**src/rtl/exec_muldiv_alu.sv**
```systemverilog
// Execute stage: single-cycle ALU ops plus 16-iteration shift-add MUL / restoring DIV (done k+2 / k+17).
// start is ignored while busy; defining SIGNED_MULDIV_EN adds MULS/DIVS with an extra sign-fix cycle (k+18).
module exec_muldiv_alu #(
    parameter int WIDTH = 16
) (
    input  logic             clk,
    input  logic             rst,
    input  logic             start,
    input  logic [3:0]       op,
    input  logic [WIDTH-1:0] data1,
    input  logic [WIDTH-1:0] data2,
    input  logic [WIDTH-1:0] data15,
    output logic             busy,
    output logic             done,
    output logic             write_en,
    output logic [1:0]       write_dst,
    output logic [WIDTH-1:0] result1,
    output logic [WIDTH-1:0] result2,
    output logic [WIDTH-1:0] result15,
    output logic             div_by_zero
);
    localparam int CW = $clog2(WIDTH);

    localparam logic [3:0] OP_ADD  = 4'b0000;
    localparam logic [3:0] OP_SUB  = 4'b0001;
    localparam logic [3:0] OP_AND  = 4'b0010;
    localparam logic [3:0] OP_OR   = 4'b0011;
    localparam logic [3:0] OP_MUL  = 4'b0100;
    localparam logic [3:0] OP_DIV  = 4'b0101;
    localparam logic [3:0] OP_SWAP = 4'b0110;
    localparam logic [3:0] OP_ADDC = 4'b0111;
`ifdef SIGNED_MULDIV_EN
    localparam logic [3:0] OP_MULS = 4'b1100;
    localparam logic [3:0] OP_DIVS = 4'b1101;
`endif

    typedef enum logic [2:0] {
        S_IDLE,
        S_EXEC,
        S_MUL,
        S_DIV,
        S_SIGN,
        S_DONE
    } state_t;

    state_t r_state, w_state_nx;

    function automatic logic f_legal(input logic [3:0] o);
`ifdef SIGNED_MULDIV_EN
        return (o[3] == 1'b0) || (o == OP_MULS) || (o == OP_DIVS);
`else
        return o[3] == 1'b0;
`endif
    endfunction

    function automatic logic f_is_mul(input logic [3:0] o);
`ifdef SIGNED_MULDIV_EN
        return (o == OP_MUL) || (o == OP_MULS);
`else
        return o == OP_MUL;
`endif
    endfunction

    function automatic logic f_is_div(input logic [3:0] o);
`ifdef SIGNED_MULDIV_EN
        return (o == OP_DIV) || (o == OP_DIVS);
`else
        return o == OP_DIV;
`endif
    endfunction

    function automatic logic f_is_signed(input logic [3:0] o);
`ifdef SIGNED_MULDIV_EN
        return (o == OP_MULS) || (o == OP_DIVS);
`else
        return (o == 4'b1111) && (o != 4'b1111);
`endif
    endfunction

    logic [3:0]       r_op;
    logic [WIDTH-1:0] r_a, r_b;
    logic             r_cin;
    logic [WIDTH-1:0] r_hi, r_lo, r_m;
    logic [CW-1:0]    r_cnt;
    logic [WIDTH-1:0] r_res1, r_res2, r_res15;
    logic [1:0]       r_wdst;
    logic             r_dbz;

    logic             w_accept, w_last;
    logic [WIDTH:0]   w_mul_sum;
    logic [WIDTH-1:0] w_mul_hi, w_mul_lo;
    logic [WIDTH+1:0] w_div_trial;
    logic [WIDTH-1:0] w_div_hi, w_div_lo;
    logic [WIDTH:0]   w_addc;
    logic [WIDTH-1:0] w_alu1, w_alu2, w_alu15;
    logic [1:0]       w_alu_wd;
    logic             w_alu_dbz;

    assign w_accept = start && ((r_state == S_IDLE) || (r_state == S_DONE));
    assign w_last   = (r_cnt == CW'(WIDTH - 1));

    // {hi,lo} is the running product with the multiplier shifting out of lo;
    // for divide, hi is the partial remainder and quotient bits shift into lo.
    always_comb begin
        w_mul_sum   = {1'b0, r_hi} + (r_lo[0] ? {1'b0, r_m} : '0);
        w_mul_hi    = w_mul_sum[WIDTH:1];
        w_mul_lo    = {w_mul_sum[0], r_lo[WIDTH-1:1]};
        w_div_trial = {1'b0, r_hi, r_lo[WIDTH-1]} - {2'b00, r_m};
        if (!w_div_trial[WIDTH+1]) begin
            w_div_hi = w_div_trial[WIDTH-1:0];
            w_div_lo = {r_lo[WIDTH-2:0], 1'b1};
        end else begin
            w_div_hi = {r_hi[WIDTH-2:0], r_lo[WIDTH-1]};
            w_div_lo = {r_lo[WIDTH-2:0], 1'b0};
        end
    end

    always_comb begin
        w_addc    = {1'b0, r_a} + {1'b0, r_b} + {{WIDTH{1'b0}}, r_cin};
        w_alu1    = '0;
        w_alu2    = '0;
        w_alu15   = '0;
        w_alu_wd  = 2'b00;
        w_alu_dbz = 1'b0;
        case (r_op)
            OP_ADD:  w_alu1 = r_a + r_b;
            OP_SUB:  w_alu1 = r_a - r_b;
            OP_AND:  w_alu1 = r_a & r_b;
            OP_OR:   w_alu1 = r_a | r_b;
            OP_SWAP: begin
                w_alu1   = r_b;
                w_alu2   = r_a;
                w_alu_wd = 2'b01;
            end
            OP_ADDC: begin
                w_alu1   = w_addc[WIDTH-1:0];
                w_alu15  = {{(WIDTH-1){1'b0}}, w_addc[WIDTH]};
                w_alu_wd = 2'b10;
            end
`ifdef SIGNED_MULDIV_EN
            OP_DIV, OP_DIVS: begin
`else
            OP_DIV: begin
`endif
                // only reaches EXEC with a zero divisor
                w_alu1    = '1;
                w_alu15   = r_a;
                w_alu_wd  = 2'b10;
                w_alu_dbz = 1'b1;
            end
            default: ;
        endcase
    end

`ifdef SIGNED_MULDIV_EN
    logic [2*WIDTH-1:0] w_prod_fix;
    logic [WIDTH-1:0]   w_sgn1, w_sgn15;
    logic               w_neg;

    always_comb begin
        w_neg      = r_a[WIDTH-1] ^ r_b[WIDTH-1];
        w_prod_fix = w_neg ? -{r_hi, r_lo} : {r_hi, r_lo};
        if (r_op == OP_MULS) begin
            w_sgn1  = w_prod_fix[WIDTH-1:0];
            w_sgn15 = w_prod_fix[2*WIDTH-1:WIDTH];
        end else begin
            w_sgn1  = w_neg ? -r_lo : r_lo;
            w_sgn15 = r_a[WIDTH-1] ? -r_hi : r_hi;
        end
    end
`endif

    always_ff @(posedge clk or negedge rst) begin
        if (!rst) r_state <= S_IDLE;
        else      r_state <= w_state_nx;
    end

    always_comb begin
        w_state_nx = r_state;
        case (r_state)
            S_IDLE, S_DONE: begin
                if (w_accept) begin
                    if (f_is_mul(op))                             w_state_nx = S_MUL;
                    else if (f_is_div(op) && (data2 != '0))       w_state_nx = S_DIV;
                    else                                          w_state_nx = S_EXEC;
                end else begin
                    w_state_nx = S_IDLE;
                end
            end
            S_EXEC:       w_state_nx = S_DONE;
            S_MUL, S_DIV: if (w_last) w_state_nx = f_is_signed(r_op) ? S_SIGN : S_DONE;
            S_SIGN:       w_state_nx = S_DONE;
            default:      w_state_nx = S_IDLE;
        endcase
    end

    always_ff @(posedge clk or negedge rst) begin
        if (!rst) begin
            r_op    <= '0;
            r_a     <= '0;
            r_b     <= '0;
            r_cin   <= 1'b0;
            r_hi    <= '0;
            r_lo    <= '0;
            r_m     <= '0;
            r_cnt   <= '0;
            r_res1  <= '0;
            r_res2  <= '0;
            r_res15 <= '0;
            r_wdst  <= 2'b00;
            r_dbz   <= 1'b0;
        end else if (w_accept) begin
            r_op  <= op;
            r_a   <= data1;
            r_b   <= data2;
            r_cin <= data15[0];
            r_hi  <= '0;
            r_cnt <= '0;
            r_dbz <= 1'b0;
            // signed ops iterate on magnitudes; the sign is restored afterwards
            r_lo  <= (f_is_signed(op) && data1[WIDTH-1]) ? -data1 : data1;
            r_m   <= (f_is_signed(op) && data2[WIDTH-1]) ? -data2 : data2;
        end else begin
            case (r_state)
                S_EXEC: begin
                    r_res1  <= w_alu1;
                    r_res2  <= w_alu2;
                    r_res15 <= w_alu15;
                    r_wdst  <= w_alu_wd;
                    r_dbz   <= w_alu_dbz;
                end
                S_MUL: begin
                    r_hi  <= w_mul_hi;
                    r_lo  <= w_mul_lo;
                    r_cnt <= r_cnt + 1'b1;
                    if (w_last) begin
                        r_res1  <= w_mul_lo;
                        r_res2  <= '0;
                        r_res15 <= w_mul_hi;
                        r_wdst  <= 2'b10;
                    end
                end
                S_DIV: begin
                    r_hi  <= w_div_hi;
                    r_lo  <= w_div_lo;
                    r_cnt <= r_cnt + 1'b1;
                    if (w_last) begin
                        r_res1  <= w_div_lo;
                        r_res2  <= '0;
                        r_res15 <= w_div_hi;
                        r_wdst  <= 2'b10;
                    end
                end
`ifdef SIGNED_MULDIV_EN
                S_SIGN: begin
                    r_res1  <= w_sgn1;
                    r_res15 <= w_sgn15;
                end
`endif
                default: ;
            endcase
        end
    end

    assign busy        = (r_state == S_EXEC) || (r_state == S_MUL) ||
                         (r_state == S_DIV)  || (r_state == S_SIGN);
    assign done        = (r_state == S_DONE);
    assign write_en    = done && f_legal(r_op);
    assign write_dst   = r_wdst;
    assign result1     = r_res1;
    assign result2     = r_res2;
    assign result15    = r_res15;
    assign div_by_zero = r_dbz;
endmodule

```
**config.mk**
```make
export PLATFORM = sky130hd
export DESIGN_NAME = exec_muldiv_alu
export DESIGN_NICKNAME = d
export VERILOG_FILES = /design/src/rtl/exec_muldiv_alu.sv
export SDC_FILE = /design/constraint.sdc
export NUM_CORES = 1
export LEC_CHECK = 0
export CORE_ASPECT_RATIO = 1.4
export CORE_MARGIN = 2
export CORE_UTILIZATION = 40
export DETAILED_ROUTE_END_ITERATION = 8
export HOLD_SLACK_MARGIN = 0.1
export PLACE_DENSITY = 0.68
export SETUP_SLACK_MARGIN = 0.3
export SLEW_MARGIN = 20
export SYNTH_ARGS = -nofsm -noshare
export SYNTH_HDL_FRONTEND = slang
export SYNTH_SLANG_ARGS = --single-unit
```
**constraint.sdc**
```tcl
create_clock -name clk -period 4.3 [get_ports clk]
set_input_delay 0.645 -clock clk [delete_from_list [all_inputs] [get_ports clk]]
set_output_delay 0.645 -clock clk [all_outputs]
set_load 0.05 [all_outputs]
```
# Word level (Yosys, flattened, before mapping)
# Cells that the tools add are included.
# op_classes
addsub	9
n_mux	34
reduce_logical	25
bitwise	4
eq_ne	21
# ops
op	n
16-bit 2-to-1 mux	12
16-bit one-hot mux with 2 select lines	4
16-bit one-hot mux with 7 select lines	1
16-bit one-hot mux with 3 select lines	2
16-bit by 16-bit adder with 17-bit output	2
16-bit negation	2
4-bit by 3-bit == test with 1-bit output, second input constant	5
17-bit by 16-bit subtractor with 18-bit output	1
17-bit by 1-bit adder with 17-bit output	1
16-bit adder	1
16-bit bitwise AND	1
16-bit bitwise OR	1
16-bit nonzero test	1
16-bit subtractor	1
4-bit == test, second input constant	3
3-bit one-hot mux with 3 select lines	1
4-bit by 2-bit == test with 1-bit output, second input constant	2
4-bit 2-to-1 mux	2
4-bit != test, second input constant	2
2-bit one-hot mux with 2 select lines	2
2-bit OR reduction	4
1-bit logical AND	7
3-bit by 2-bit == test with 1-bit output, second input constant	2
3-bit == test, second input constant	2
16 further kinds	31
# totals
regBits	143
wordCells	107
inputBits	55
output_inout_bits	54

# Logic depth before layout (Yosys ltp)
# logic_depth
depth_word	6
depth_mapped	15
depth_no_buf	14

# Worst setup path after synthesis
# Ideal clock, no wire load.
# synth_path
kind	reg2reg
start	register r_op[2]
end	register r_res1[12], in the netlist result1[12]
period_less_slack_ns	3.617
stages_incl_launch_ff	15
setup_ns	0.139
setup_slack_ns	0.683
t_arrival_ns	3.478
t_required_ns	4.161
path_buffers	2
cell_sequence	dfrtp_1 -> buf_2 -> nor3_1 -> and2_1 -> clkbuf_1 -> mux2i_1 -> fa_1 -> a211oi_1 -> o21ai_0 -> a21oi_1 -> a2bb2oi_1 -> a21boi_0 -> xor2_1 -> a2111oi_0 -> a21oi_1
# synth_between
elab_chain_len	3
word_cells_on_any_way	9
cone_classes	eq/ne (6); mux (2); reduce/logical (1)
# synth_lines
item	line_no	text
start, declared	80	logic [3:0] r_op;
start signal, assigned	213	r_op <= op;
4-bit by 3-bit == test with 1-bit output (tied with other cells)	125	case (r_op)
16-bit one-hot mux with 7 select lines *	125	
16-bit one-hot mux with 3 select lines *	224	case (r_state)
end signal, assigned	226	r_res1 <= w_alu1;
end signal, assigned	237	r_res1 <= w_mul_lo;
end signal, assigned	248	r_res1 <= w_div_lo;
end, declared	85	logic [WIDTH-1:0] r_res1, r_res2, r_res15;
# Every way passes the cells marked *; elsewhere a longest branch is shown, timed or not.
# A chain may end at the register's enable or synchronous reset.

# Worst setup path in the final report
# layout_path
start	register r_op[1]
end	register r_res1[12], in the netlist result1[12]
# Same word-level chain as after synthesis.

==> impl_metrics.env <==
export IMPL_hold_viol=0
export IMPL_async_flop_share_pct=100
export IMPL_yosysWarnings=0
export IMPL_drive_above_1_share_pct=6.30
export IMPL_routed_via_density=5.91
export IMPL_grt_first_pass_wirelength_um=52400
export IMPL_clock_fmax_mhz=269
export IMPL_wl_um=34200
export IMPL_drtPass1Iterations=5
export IMPL_hpwlAfterDp_um=25900
export IMPL_numCtsBuffers=17
export IMPL_synth_edf_count=0
export IMPL_powerDensity_nw_per_um2=979
export IMPL_synth_ff_latch_count=127
export IMPL_final_nets=1381
export IMPL_worst_setup_path_end_kind="register"
export IMPL_vias=9238
export IMPL_grt_pass1_vias=9067
export IMPL_ant_nets=0
export IMPL_start_kind="register"
export IMPL_rows=67
export IMPL_yosys_cell_count_top_type="dfrtp_1"
export IMPL_io_buffer_count=93
export IMPL_drtIter0Drc=743
export IMPL_clock_sinks=127
export IMPL_clkPwrFrac_pct=12.8
export IMPL_path_max_fanout=4
export IMPL_intPower_mw=5.52
export IMPL_outcome="complete, no violations"
export IMPL_skew_ns=0.0109
export IMPL_synth_common_cells="127 x dfrtp_1, 121 x nand2_1, 114 x o21ai_0"
export IMPL_synthesis_area_sq_um=9720
export IMPL_peakVddDrop_v=0.000546
export IMPL_synth_area_top_cells="dfrtp_1 33%, ha_1 10%, o21ai_0 5.9%, a21oi_1 4.9%, nand2_1 4.7%"
export IMPL_cp_arrival_ns=4.01
export IMPL_switching_share_pct=51.6
export IMPL_grt_ovfl_total=0
export IMPL_cts_tree="done"
export IMPL_core_sq_um=23900
export IMPL_ios=109
export IMPL_p_comb_share_pct=66.9
export IMPL_clk_latency_ns=0.43
export IMPL_ys_seq_area_share_pct=32.7
export IMPL_p_total_mw=11.4
export IMPL_holdWs_ns=0.239
export IMPL_path_clk_slew_ns=0.06
export IMPL_track_usage_pct=27.1
export IMPL_crit_chain="nor3_1 -> and2_1 -> mux2i_1 -> fa_1 -> a211oi_1 -> o21ai_0 -> a21oi_2 -> a2bb2oi_1 -> a21boi_0 -> xor2_1 -> a2111oi_0 -> a21oi_1"
export IMPL_worst_pin_slew_ns=1.10
export IMPL_start_util_pct=40.7
export IMPL_antenna_found_initial=0
export IMPL_slew_viol_final=0
export IMPL_critPathMaxStageDelay_ns=0.47
export IMPL_fin_tns_setup_ns=0
export IMPL_maxCapViolCount=0
export IMPL_htree_levels=4
export IMPL_finalWorstPathRequiredPeriod_ns=3.72
export IMPL_route_detailed_drc=0
export IMPL_antenna_cells=0
export IMPL_grt_max_degree=73
export IMPL_dieArea_sq_um=25600
export IMPL_die_y_um=188
export IMPL_power_leakage_nw=5.11
export IMPL_postSynthCellCount=1157
export IMPL_dieWidth_um=136
export IMPL_post_cts_buffers=0
export IMPL_required_ns=4.59
export IMPL_p_switching_mw=5.89
export IMPL_synth_ff_type="dfrtp_1"
export IMPL_wl_per_cell_um=21.9
export IMPL_grt_setup_unrepaired="no"
export IMPL_pwr_share_seq_pct=20.3
export IMPL_syn2layout_area_growth_pct=19.9
export IMPL_slew_headroom_pct=26.4
export IMPL_ctsHoldBuffers=0
export IMPL_crit_type="register to register"
export IMPL_cts_resized=0
export IMPL_synth_area_per_cell_sq_um=8.40
export IMPL_cts_buffer_depth=2
export IMPL_hp_class="primary input to async pin"
export IMPL_yosys_area_top_type="dfrtp_1"
export IMPL_slowest_stage="fa_1"
export IMPL_synth_top_area_share_pct=32.7
export IMPL_timing_final_crit_share_pct=86.5
export IMPL_synth_fp_nets=1298
export IMPL_setup_violations_final=0
export IMPL_synth_cell_types=73
export IMPL_place_gp_congestion=0.945
export IMPL_root_buffer="clkbuf_16"
## metal layers
layer,track usage [%],part of all wire (%)
met4,11.6,3.8
met5,0,0
met1,35.0,42
met2,44.9,49
met3,3.93,5.0
## worst max-delay path, delay by kind of cell (launching register included)
kind	cells	cell delay, ns
AND/OR/NAND/NOR	2	0.61
flip-flops	1	0.38
adder cells (fa/ha/maj)	1	0.47
AO/OA/AOI/OAI	7	1.78
XOR/XNOR	1	0.16
multiplexers	1	0.15
## cell type report
cell class | instances | area, sq um
clock inverters | 10 | 111
flip-flops and latches | 127 | 3180
fillers | 2341 | 12200
repair buffers | 118 | 1130
inverters | 53 | 199
well taps | 310 | 388
multi-input cells | 923 | 6170
clock buffers | 22 | 474
## power by group through the flow
stage          Sequential (mW)  Clock, mW  Combinational, mW
2_1_floorplan             2.63          0               4.91
3_3_place_gp              2.31          0               7.40
3_5_place_dp              2.31          0               7.47
4_1_cts                   2.29       1.49               7.53
5_1_grt                   2.37       1.54               8.32
6_report                  2.31       1.47               7.63
## flip-flops by register name, summed over array words and instances, names as in the netlist
name	count
r_a	16
r_hi	16
r_lo	16
result15	16
result1	16
result2	16
r_b	12
r_cnt	4
r_m	4
r_op	4
r_state	3
write_dst	2
div_by_zero	1
r_cin	1
## worst paths after layout
check | startpoint | end | slack (ns) | cells past startpoint
min reg2reg | result1[1] | result1[1] | 0.47 | 2
max in group asynchronous | rst | r_hi[3] | 3.17 | 2
min | rst | result2[11] | 0.24 | 1
min in group clk | result1[1] | result1[1] | 0.47 | 2
max reg2reg | r_op[1] | result1[12] | 0.58 | 12
max | r_op[1] | result1[12] | 0.58 | 12
## cell families after synthesis
group / after synthesis / synth area share, %
AO/OA/AOI/OAI: 393 / 25.8
XOR/XNOR: 58 / 5.23
adder cells (fa/ha/maj): 86 / 11.5
buffers and inverters: 107 / 4.25
flip-flops: 127 / 32.7
multiplexers: 36 / 3.86
AND/OR/NAND/NOR: 350 / 16.7
## per-stage QoR
step	util (%)	instances	setup WS (ns)	area, sq um
3_3_place_gp	46.2	1531	0.417	11000
3_5_place_dp	46.2	1531	0.359	11000
4_1_cts	48.7	1563	0.332	11600
6_report	48.8	1563	0.580	11700
2_1_floorplan	-	1157	0.683	9720
5_1_grt	48.8	1563	0.306	11700
## placed cells by master (no fill, tap or decap), drive strengths merged, types with 18 or more instances in the layout
master,synthesis,layout
o21ai,121,121
nor2,99,99
clkbuf,43,22
ha,81,81
inv,53,53
o21a,20,20
buf,11,26
a22o,18,18
mux2i,30,30
xnor2,44,44
clkdlybuf4s50,0,92
nor3,24,24
nand2,121,121
and2,20,20
a21oi,96,96
dfrtp,127,127
(Power assumes the default switching activity.)
